## src/rtl/ram_arb_pkg.sv

```systemverilog
// Shared definitions for the two-requester RAM arbiter: FSM encoding,
// requester indices and the legal range of the RAM read latency.
package ram_arb_pkg;

    typedef enum logic [1:0] {
        IDLE  = 2'd0,
        ISSUE = 2'd1,
        WAIT  = 2'd2,
        DONE  = 2'd3
    } state_t;

    localparam int REQ_CU      = 0;
    localparam int REQ_LOADER  = 1;
    localparam int RAM_LAT_MIN = 1;
    localparam int RAM_LAT_MAX = 4;
    localparam int CNT_W       = 2;

    // WAIT down-counter load value; out-of-range latencies are clamped.
    function automatic logic [CNT_W-1:0] wait_load(input int lat);
        if (lat < RAM_LAT_MIN) return '0;
        if (lat > RAM_LAT_MAX) return CNT_W'(RAM_LAT_MAX - 1);
        return CNT_W'(lat - 1);
    endfunction

endpackage

```

## src/rtl/ram_arbiter_if.sv

```systemverilog
// Requester-side bus of the RAM arbiter; both requesters share one bundle,
// indexed by requester number.
interface ram_arbiter_if #(
    parameter int DWIDTH = 16,
    parameter int AWIDTH = 8
);
    logic [1:0]             req;
    logic [1:0]             we;
    logic [1:0][AWIDTH-1:0] addr;
    logic [1:0][DWIDTH-1:0] wdata;
    logic [1:0]             gnt;
    logic [1:0]             rvalid;
    logic [DWIDTH-1:0]      rdata;

    modport slave  (input  req, we, addr, wdata, output gnt, rvalid, rdata);
    modport master (output req, we, addr, wdata, input  gnt, rvalid, rdata);
endinterface

```

## src/rtl/ram_arbiter_rr_pick2.sv

```systemverilog
// Two-way round-robin winner pick: a sole requester wins, on a tie the
// requester not served last wins.
module rr_pick2
    import ram_arb_pkg::*;
(
    input  logic [1:0] req,
    input  logic       last,
    output logic       winner,
    output logic       any
);
    always_comb begin
        any    = |req;
        winner = 1'(REQ_CU);
        if (req[REQ_LOADER] && (!req[REQ_CU] || last == 1'(REQ_CU))) begin
            winner = 1'(REQ_LOADER);
        end
    end
endmodule

```

## src/rtl/ram_arbiter.sv

```systemverilog
// Two-requester single-port RAM arbiter (IDLE->ISSUE->WAIT->DONE).
// Optional loader bus lock enabled by defining RAM_ARBITER_LOCK_EN.
module ram_arbiter
    import ram_arb_pkg::*;
#(
    parameter int DWIDTH  = 16,
    parameter int AWIDTH  = 8,
    parameter int RAM_LAT = 1
) (
    input  logic              clk,
    input  logic              rst,
`ifdef RAM_ARBITER_LOCK_EN
    input  logic              lock,
`endif
    ram_arbiter_if.slave      bus,
    output logic              ram_en,
    output logic              ram_we,
    output logic [AWIDTH-1:0] ram_addr,
    output logic [DWIDTH-1:0] ram_wdata,
    input  logic [DWIDTH-1:0] ram_rdata,
    output logic              busy
);
    state_t            state_q, state_d;
    logic              win_q, win_d;
    logic              we_q, we_d;
    logic [AWIDTH-1:0] addr_q, addr_d;
    logic [DWIDTH-1:0] wdata_q, wdata_d;
    logic [DWIDTH-1:0] rdata_q, rdata_d;
    logic              last_q, last_d;
    logic [CNT_W-1:0]  cnt_q, cnt_d;
    logic              locked_q, locked_d;
    logic              eff_last;
    logic              pick_win, pick_any;
    logic [1:0]        gnt, rvalid;

`ifdef RAM_ARBITER_LOCK_EN
    // While locked, pretend requester 0 was served last so the loader keeps winning ties.
    assign eff_last = (locked_q && lock) ? 1'(REQ_CU) : last_q;
`else
    assign eff_last = last_q;
`endif

    rr_pick2 u_pick (
        .req    (bus.req),
        .last   (eff_last),
        .winner (pick_win),
        .any    (pick_any)
    );

    always_comb begin
        state_d   = state_q;
        win_d     = win_q;
        we_d      = we_q;
        addr_d    = addr_q;
        wdata_d   = wdata_q;
        rdata_d   = rdata_q;
        last_d    = last_q;
        cnt_d     = cnt_q;
        locked_d  = locked_q;
        gnt       = 2'b00;
        rvalid    = 2'b00;
        ram_en    = 1'b0;
        ram_we    = 1'b0;
        ram_addr  = '0;
        ram_wdata = '0;
`ifdef RAM_ARBITER_LOCK_EN
        if (!lock) locked_d = 1'b0;
`endif
        unique case (state_q)
            IDLE: begin
                if (pick_any) begin
                    state_d = ISSUE;
                    win_d   = pick_win;
                    we_d    = bus.we[pick_win];
                    addr_d  = bus.addr[pick_win];
                    wdata_d = bus.wdata[pick_win];
`ifdef RAM_ARBITER_LOCK_EN
                    if (lock && pick_win == 1'(REQ_LOADER)) locked_d = 1'b1;
`endif
                end
            end
            ISSUE: begin
                ram_en       = 1'b1;
                ram_we       = we_q;
                ram_addr     = addr_q;
                ram_wdata    = wdata_q;
                gnt[win_q]   = 1'b1;
                last_d       = win_q;
                cnt_d        = wait_load(RAM_LAT);
                state_d      = WAIT;
            end
            WAIT: begin
                if (cnt_q == '0) begin
                    state_d = DONE;
                    if (!we_q) rdata_d = ram_rdata;
                end else begin
                    cnt_d = cnt_q - 1'b1;
                end
            end
            DONE: begin
                rvalid[win_q] = 1'b1;
                state_d       = IDLE;
            end
            default: state_d = IDLE;
        endcase
    end

    always_ff @(posedge clk or posedge rst) begin
        if (rst) begin
            state_q  <= IDLE;
            win_q    <= 1'b0;
            we_q     <= 1'b0;
            addr_q   <= '0;
            wdata_q  <= '0;
            rdata_q  <= '0;
            last_q   <= 1'(REQ_LOADER);
            cnt_q    <= '0;
            locked_q <= 1'b0;
        end else begin
            state_q  <= state_d;
            win_q    <= win_d;
            we_q     <= we_d;
            addr_q   <= addr_d;
            wdata_q  <= wdata_d;
            rdata_q  <= rdata_d;
            last_q   <= last_d;
            cnt_q    <= cnt_d;
            locked_q <= locked_d;
        end
    end

    assign busy       = (state_q != IDLE);
    assign bus.gnt    = gnt;
    assign bus.rvalid = rvalid;
    assign bus.rdata  = rdata_q;
endmodule

```

## src/flat_wrapper.sv

```systemverilog
// flat-port wrapper written by rule: the top's interface ports become plain ports
module ram_arbiter_flat import ram_arb_pkg::*;
#(
    parameter int DWIDTH  = 16,
    parameter int AWIDTH  = 8,
    parameter int RAM_LAT = 1
)
  (clk, rst, ram_en, ram_we, ram_addr, ram_wdata, ram_rdata, busy, bus_req, bus_we, bus_addr, bus_wdata, bus_gnt, bus_rvalid, bus_rdata);
  ram_arbiter_if #(.DWIDTH(DWIDTH), .AWIDTH(AWIDTH)) bus_i ();
  input  logic clk;
  input  logic rst;
  output logic ram_en;
  output logic ram_we;
  output logic [AWIDTH-1:0] ram_addr;
  output logic [DWIDTH-1:0] ram_wdata;
  input  logic [DWIDTH-1:0] ram_rdata;
  output logic busy;
  input wire logic [$bits(bus_i.req)-1:0] bus_req;
  input wire logic [$bits(bus_i.we)-1:0] bus_we;
  input wire logic [$bits(bus_i.addr)-1:0] bus_addr;
  input wire logic [$bits(bus_i.wdata)-1:0] bus_wdata;
  output wire logic [$bits(bus_i.gnt)-1:0] bus_gnt;
  output wire logic [$bits(bus_i.rvalid)-1:0] bus_rvalid;
  output wire logic [$bits(bus_i.rdata)-1:0] bus_rdata;
  assign bus_i.req = bus_req;
  assign bus_i.we = bus_we;
  assign bus_i.addr = bus_addr;
  assign bus_i.wdata = bus_wdata;
  assign bus_gnt = bus_i.gnt;
  assign bus_rvalid = bus_i.rvalid;
  assign bus_rdata = bus_i.rdata;
  ram_arbiter #(.DWIDTH(DWIDTH), .AWIDTH(AWIDTH), .RAM_LAT(RAM_LAT)) u_core (.clk(clk), .rst(rst), .bus(bus_i), .ram_en(ram_en), .ram_we(ram_we), .ram_addr(ram_addr), .ram_wdata(ram_wdata), .ram_rdata(ram_rdata), .busy(busy));
endmodule
```

## config.mk

```make
export PLATFORM = sky130hd
export DESIGN_NAME = ram_arbiter_flat
export DESIGN_NICKNAME = d
export VERILOG_FILES = /design/src/rtl/ram_arb_pkg.sv /design/src/rtl/ram_arbiter_if.sv /design/src/rtl/ram_arbiter_rr_pick2.sv /design/src/rtl/ram_arbiter.sv /design/src/flat_wrapper.sv
export SDC_FILE = /design/constraint.sdc
export NUM_CORES = 1
export LEC_CHECK = 0
export ABC_CLOCK_PERIOD_IN_PS = 1600
export CORE_UTILIZATION = 30
export DETAILED_ROUTE_END_ITERATION = 8
export DONT_BUFFER_PORTS = 1
export PLACE_DENSITY_LB_ADDON = 0.25
export SLEW_MARGIN = 40
export SYNTH_ARGS = -nofsm -noshare
export SYNTH_HDL_FRONTEND = slang
export SYNTH_HIERARCHICAL = 1
export SYNTH_SLANG_ARGS = --single-unit
```

## constraint.sdc

```tcl
create_clock -name clk -period 1.6 [get_ports clk]
set_input_delay 0.4 -clock clk [delete_from_list [all_inputs] [get_ports clk]]
set_output_delay 0.4 -clock clk [all_outputs]
set_load 0.005 [all_outputs]
```

==> results.sh <==
export IMPL_first_pass_iters=4
export IMPL_r2r_cells=5
export IMPL_grtUsageTotal_pct=12.4
export IMPL_max_vdd_ir_drop_uv=662
export IMPL_cts_buffers=5
export IMPL_dieArea_mm2=0.00822
export IMPL_finalHoldViolations=0
export IMPL_synth_top_family_by_area="multiplexers"
export IMPL_cp_end_kind="output pin"
export IMPL_yosysWarnings=6
export IMPL_drt_wl_total_um=5080
export IMPL_switching_share_pct=32.7
export IMPL_synthAdderAreaFrac_pct=3.71
export IMPL_clk_latency_ps=290
export IMPL_synth_xor_area_share_pct=0
export IMPL_drcViolationCount=0
export IMPL_fmax_mhz=588
export IMPL_min_to="u_core/bus.rdata[15]"
export IMPL_wl_per_cell_um=15.8
export IMPL_critPathKind="reg -> out"
export IMPL_failed_checks="negative setup slack"
export IMPL_synth_area_mux_share_pct=21.3
export IMPL_powerDensity_mw_per_mm2=2000
export IMPL_place_ws_ps=50.0
export IMPL_postRouteAntennaNets=0
export IMPL_r2r_start="u_core/state_q[0]"
export IMPL_synth_distinct_cells=24
export IMPL_seqPwrFrac_pct=38.0
export IMPL_setup_viol=28
export IMPL_hold_path_class="in -> reg"
export IMPL_port_buffers=0
export IMPL_p_clk_share_pct=18.0
export IMPL_cts_buffer_depth=2
export IMPL_combPwrFrac_pct=44.0
export IMPL_netlist_area_mm2=0.00236
export IMPL_cp_data_arrival_time_ps=1300
export IMPL_slew_limit_headroom_pct=80.2
export IMPL_layout_drive_gt1_share_pct=34.2
export IMPL_initial_core_util_pct=31.8
export IMPL_p_int_w=0.00383
export IMPL_synth_fp_nets=286
export IMPL_hold_start="ram_rdata[15]"
export IMPL_multiInputGateArea_mm2=0.00118
export IMPL_io_pins=117
export IMPL_fin_ws_ps=-99.9
export IMPL_place_hpwl_um=3630
export IMPL_final_net_count=298
export IMPL_antenna_found_initial=0
export IMPL_cp_max_fo=5
export IMPL_rsz0062_at_grt="yes"
export IMPL_fillers=735
export IMPL_grt_max_degree=29
export IMPL_period_minus_slack_ps=1700
export IMPL_vias_per_cell=4.74
export IMPL_synth_ff_latch_count=47
export IMPL_rows=31
export IMPL_clkSinkCount=47
export IMPL_synth_compound_area_share_pct=6.79
export IMPL_skew_ps=5.50
export IMPL_critical_path_reg2reg_endpoint="u_core/bus.rdata[0]"
export IMPL_area_growth_pct=20.8
export IMPL_fin_crit_sh_pct=106
export IMPL_grt_pass1_vias=1566
export IMPL_placeableCoreArea_mm2=0.00741
export IMPL_yosysSeqAreaShare_pct=49.9
export IMPL_grt_pass1_wl_um=7940
export IMPL_p_leak_nw=1.28
export IMPL_synthCells=209
export IMPL_synth_avg_cell_area_um2=11.3
export IMPL_drv_cap=0
export IMPL_antenna_cells=0
export IMPL_dr_total_vias=1520
export IMPL_h_tree_depth=2
export IMPL_clkTransAtPathRegs_ps=90
export IMPL_cts_root_buffer="clkbuf_8"
export IMPL_min_path_cells=1
export IMPL_regArea_mm2=0.00118
export IMPL_cts_tree="yes"
export IMPL_final_cell_mix="dfrtp_1 (46), nor2_1 (26), mux2i_1 (25), a21oi_1 (25), and2_4 (24)"
export IMPL_worstSetupStartpointType="flop"
export IMPL_drt_iter0_drc=19
export IMPL_grt_remaining_overflow=0
export IMPL_status="finished with violations"
export IMPL_worstPathRequired_ps=1200
export IMPL_globalplace_congestion=0.741
export IMPL_hold_ws_ps=245
export IMPL_finalMaxSlewViolations=0
export IMPL_p_switching_w=0.00186
export IMPL_worst_slew_pin_slew_ps=296
export IMPL_die_h_um=90.7
export IMPL_r2r_slack_ps=70
export IMPL_die_x_um=90.7
export IMPL_final_common_cell="dfrtp_1"
export IMPL_yosys_area_share_simple_pct=14.2
## timing repair
item	4_1_cts	5_1_grt
gates resized for setup	26	12
gates cloned	1	0
pin swaps	1	2
endpoints found under the hold margin	11	0
hold buffers	1	0
setup buffers	5	2
endpoints found under the setup margin	29	48
## sequential cells by signal, summed over array words and instances, names as in the netlist
signal	count
u_core/addr_q	8
u_core/cnt_q	2
u_core/state_q	2
u_core/eff_last	1
u_core/bus.rdata	16
u_core/win_q	1
u_core/wdata_q	16
u_core/we_q	1
## power by group through the flow
| stage | sequential, W | combinational [W] | clock [W] |
|---|---|---|---|
| after floorplan | 0.00206 | 0.00160 | 0 |
| after global placement | 0.00217 | 0.00194 | 0 |
| after detailed placement | 0.00216 | 0.00200 | 0 |
| after CTS | 0.00217 | 0.00240 | 0.00106 |
| after global routing | 0.00225 | 0.00277 | 0.00110 |
| final | 0.00216 | 0.00250 | 0.00102 |
## worst max path at each step
stage / startpoint / to / slack [ps] / cells after the start
6_report: u_core/state_q[0] / ram_addr[5] / -100 / 4
5_1_grt: u_core/state_q[1] / ram_wdata[0] / -170 / 5
4_1_cts: u_core/state_q[1] / ram_wdata[0] / -120 / 5
3_5_place_dp: u_core/state_q[0] / u_core/bus.rdata[0] / 50 / 4
3_3_place_gp: u_core/state_q[0] / u_core/bus.rdata[15] / 80 / 4
2_1_floorplan: u_core/state_q[1] / ram_addr[0] / -8 / 5
## layout make-up
class,count,area share (%)
clock inverter,2,2.11
clock buffer,6,2.55
timing repair buffer,18,7.25
multi-input combinational,143,41.5
tap,99,4.35
inverter,6,0.878
sequential,47,41.3
## per-stage QoR
stage          utilization, %  instance area (um2)  TNS (ps)  instances  power (W)
5_1_grt                  38.5                 2850     -3610        321    0.00612
6_report                 38.5                 2850     -1630        321    0.00569
4_1_cts                  37.7                 2790     -2230        320    0.00563
2_1_floorplan               -                 2360      -155        209    0.00366
3_5_place_dp             34.0                 2520         0        305    0.00416
3_3_place_gp             34.0                 2520         0        305    0.00411
## cell families after synthesis
family / after synthesis
AOI/OAI and AO/OA: 30
adders and majority gates: 7
buffers and inverters: 19
DFF: 47
muxes: 44
and+or+nand+nor: 62
## synth_stat cells
cell type	number	share of area (%)
nor2b_1	2	0.53
dfrtp_1	46	49
o32a_1	1	0.42
nand3_1	2	0.42
mux2_2	8	3.8
buf_4	3	0.95
o21a_1	1	0.32
ha_1	7	3.7
dfstp_2	1	1.1
mux2i_1	25	11
o21ai_0	2	0.42
a21oi_1	25	5.3
clkbuf_1	3	0.48
mux2_1	1	0.48
and2_1	28	7.4
mux2_4	10	6.4
nand3b_4	1	0.85
or2_1	1	0.27
buf_6	1	0.48
buf_2	6	1.3
a21boi_0	1	0.32
nor2_1	26	4.1
nand2b_1	2	0.53
inv_1	6	0.95
## critical path, cell delays in order (launching register included)
cell     delay, ps
dfrtp_1        430
ha_4           180
buf_6          130
buf_6          130
and2_1         140
## metal layers
layer	vias to the layer above	GRT usage (%)	wire (um)
li1	722	-	-
met2	80	19.7	2340
met5	-	0	0
met1	713	15.8	2280
met4	0	4.44	52
met3	5	3.62	410
(Power assumes the default switching activity.)
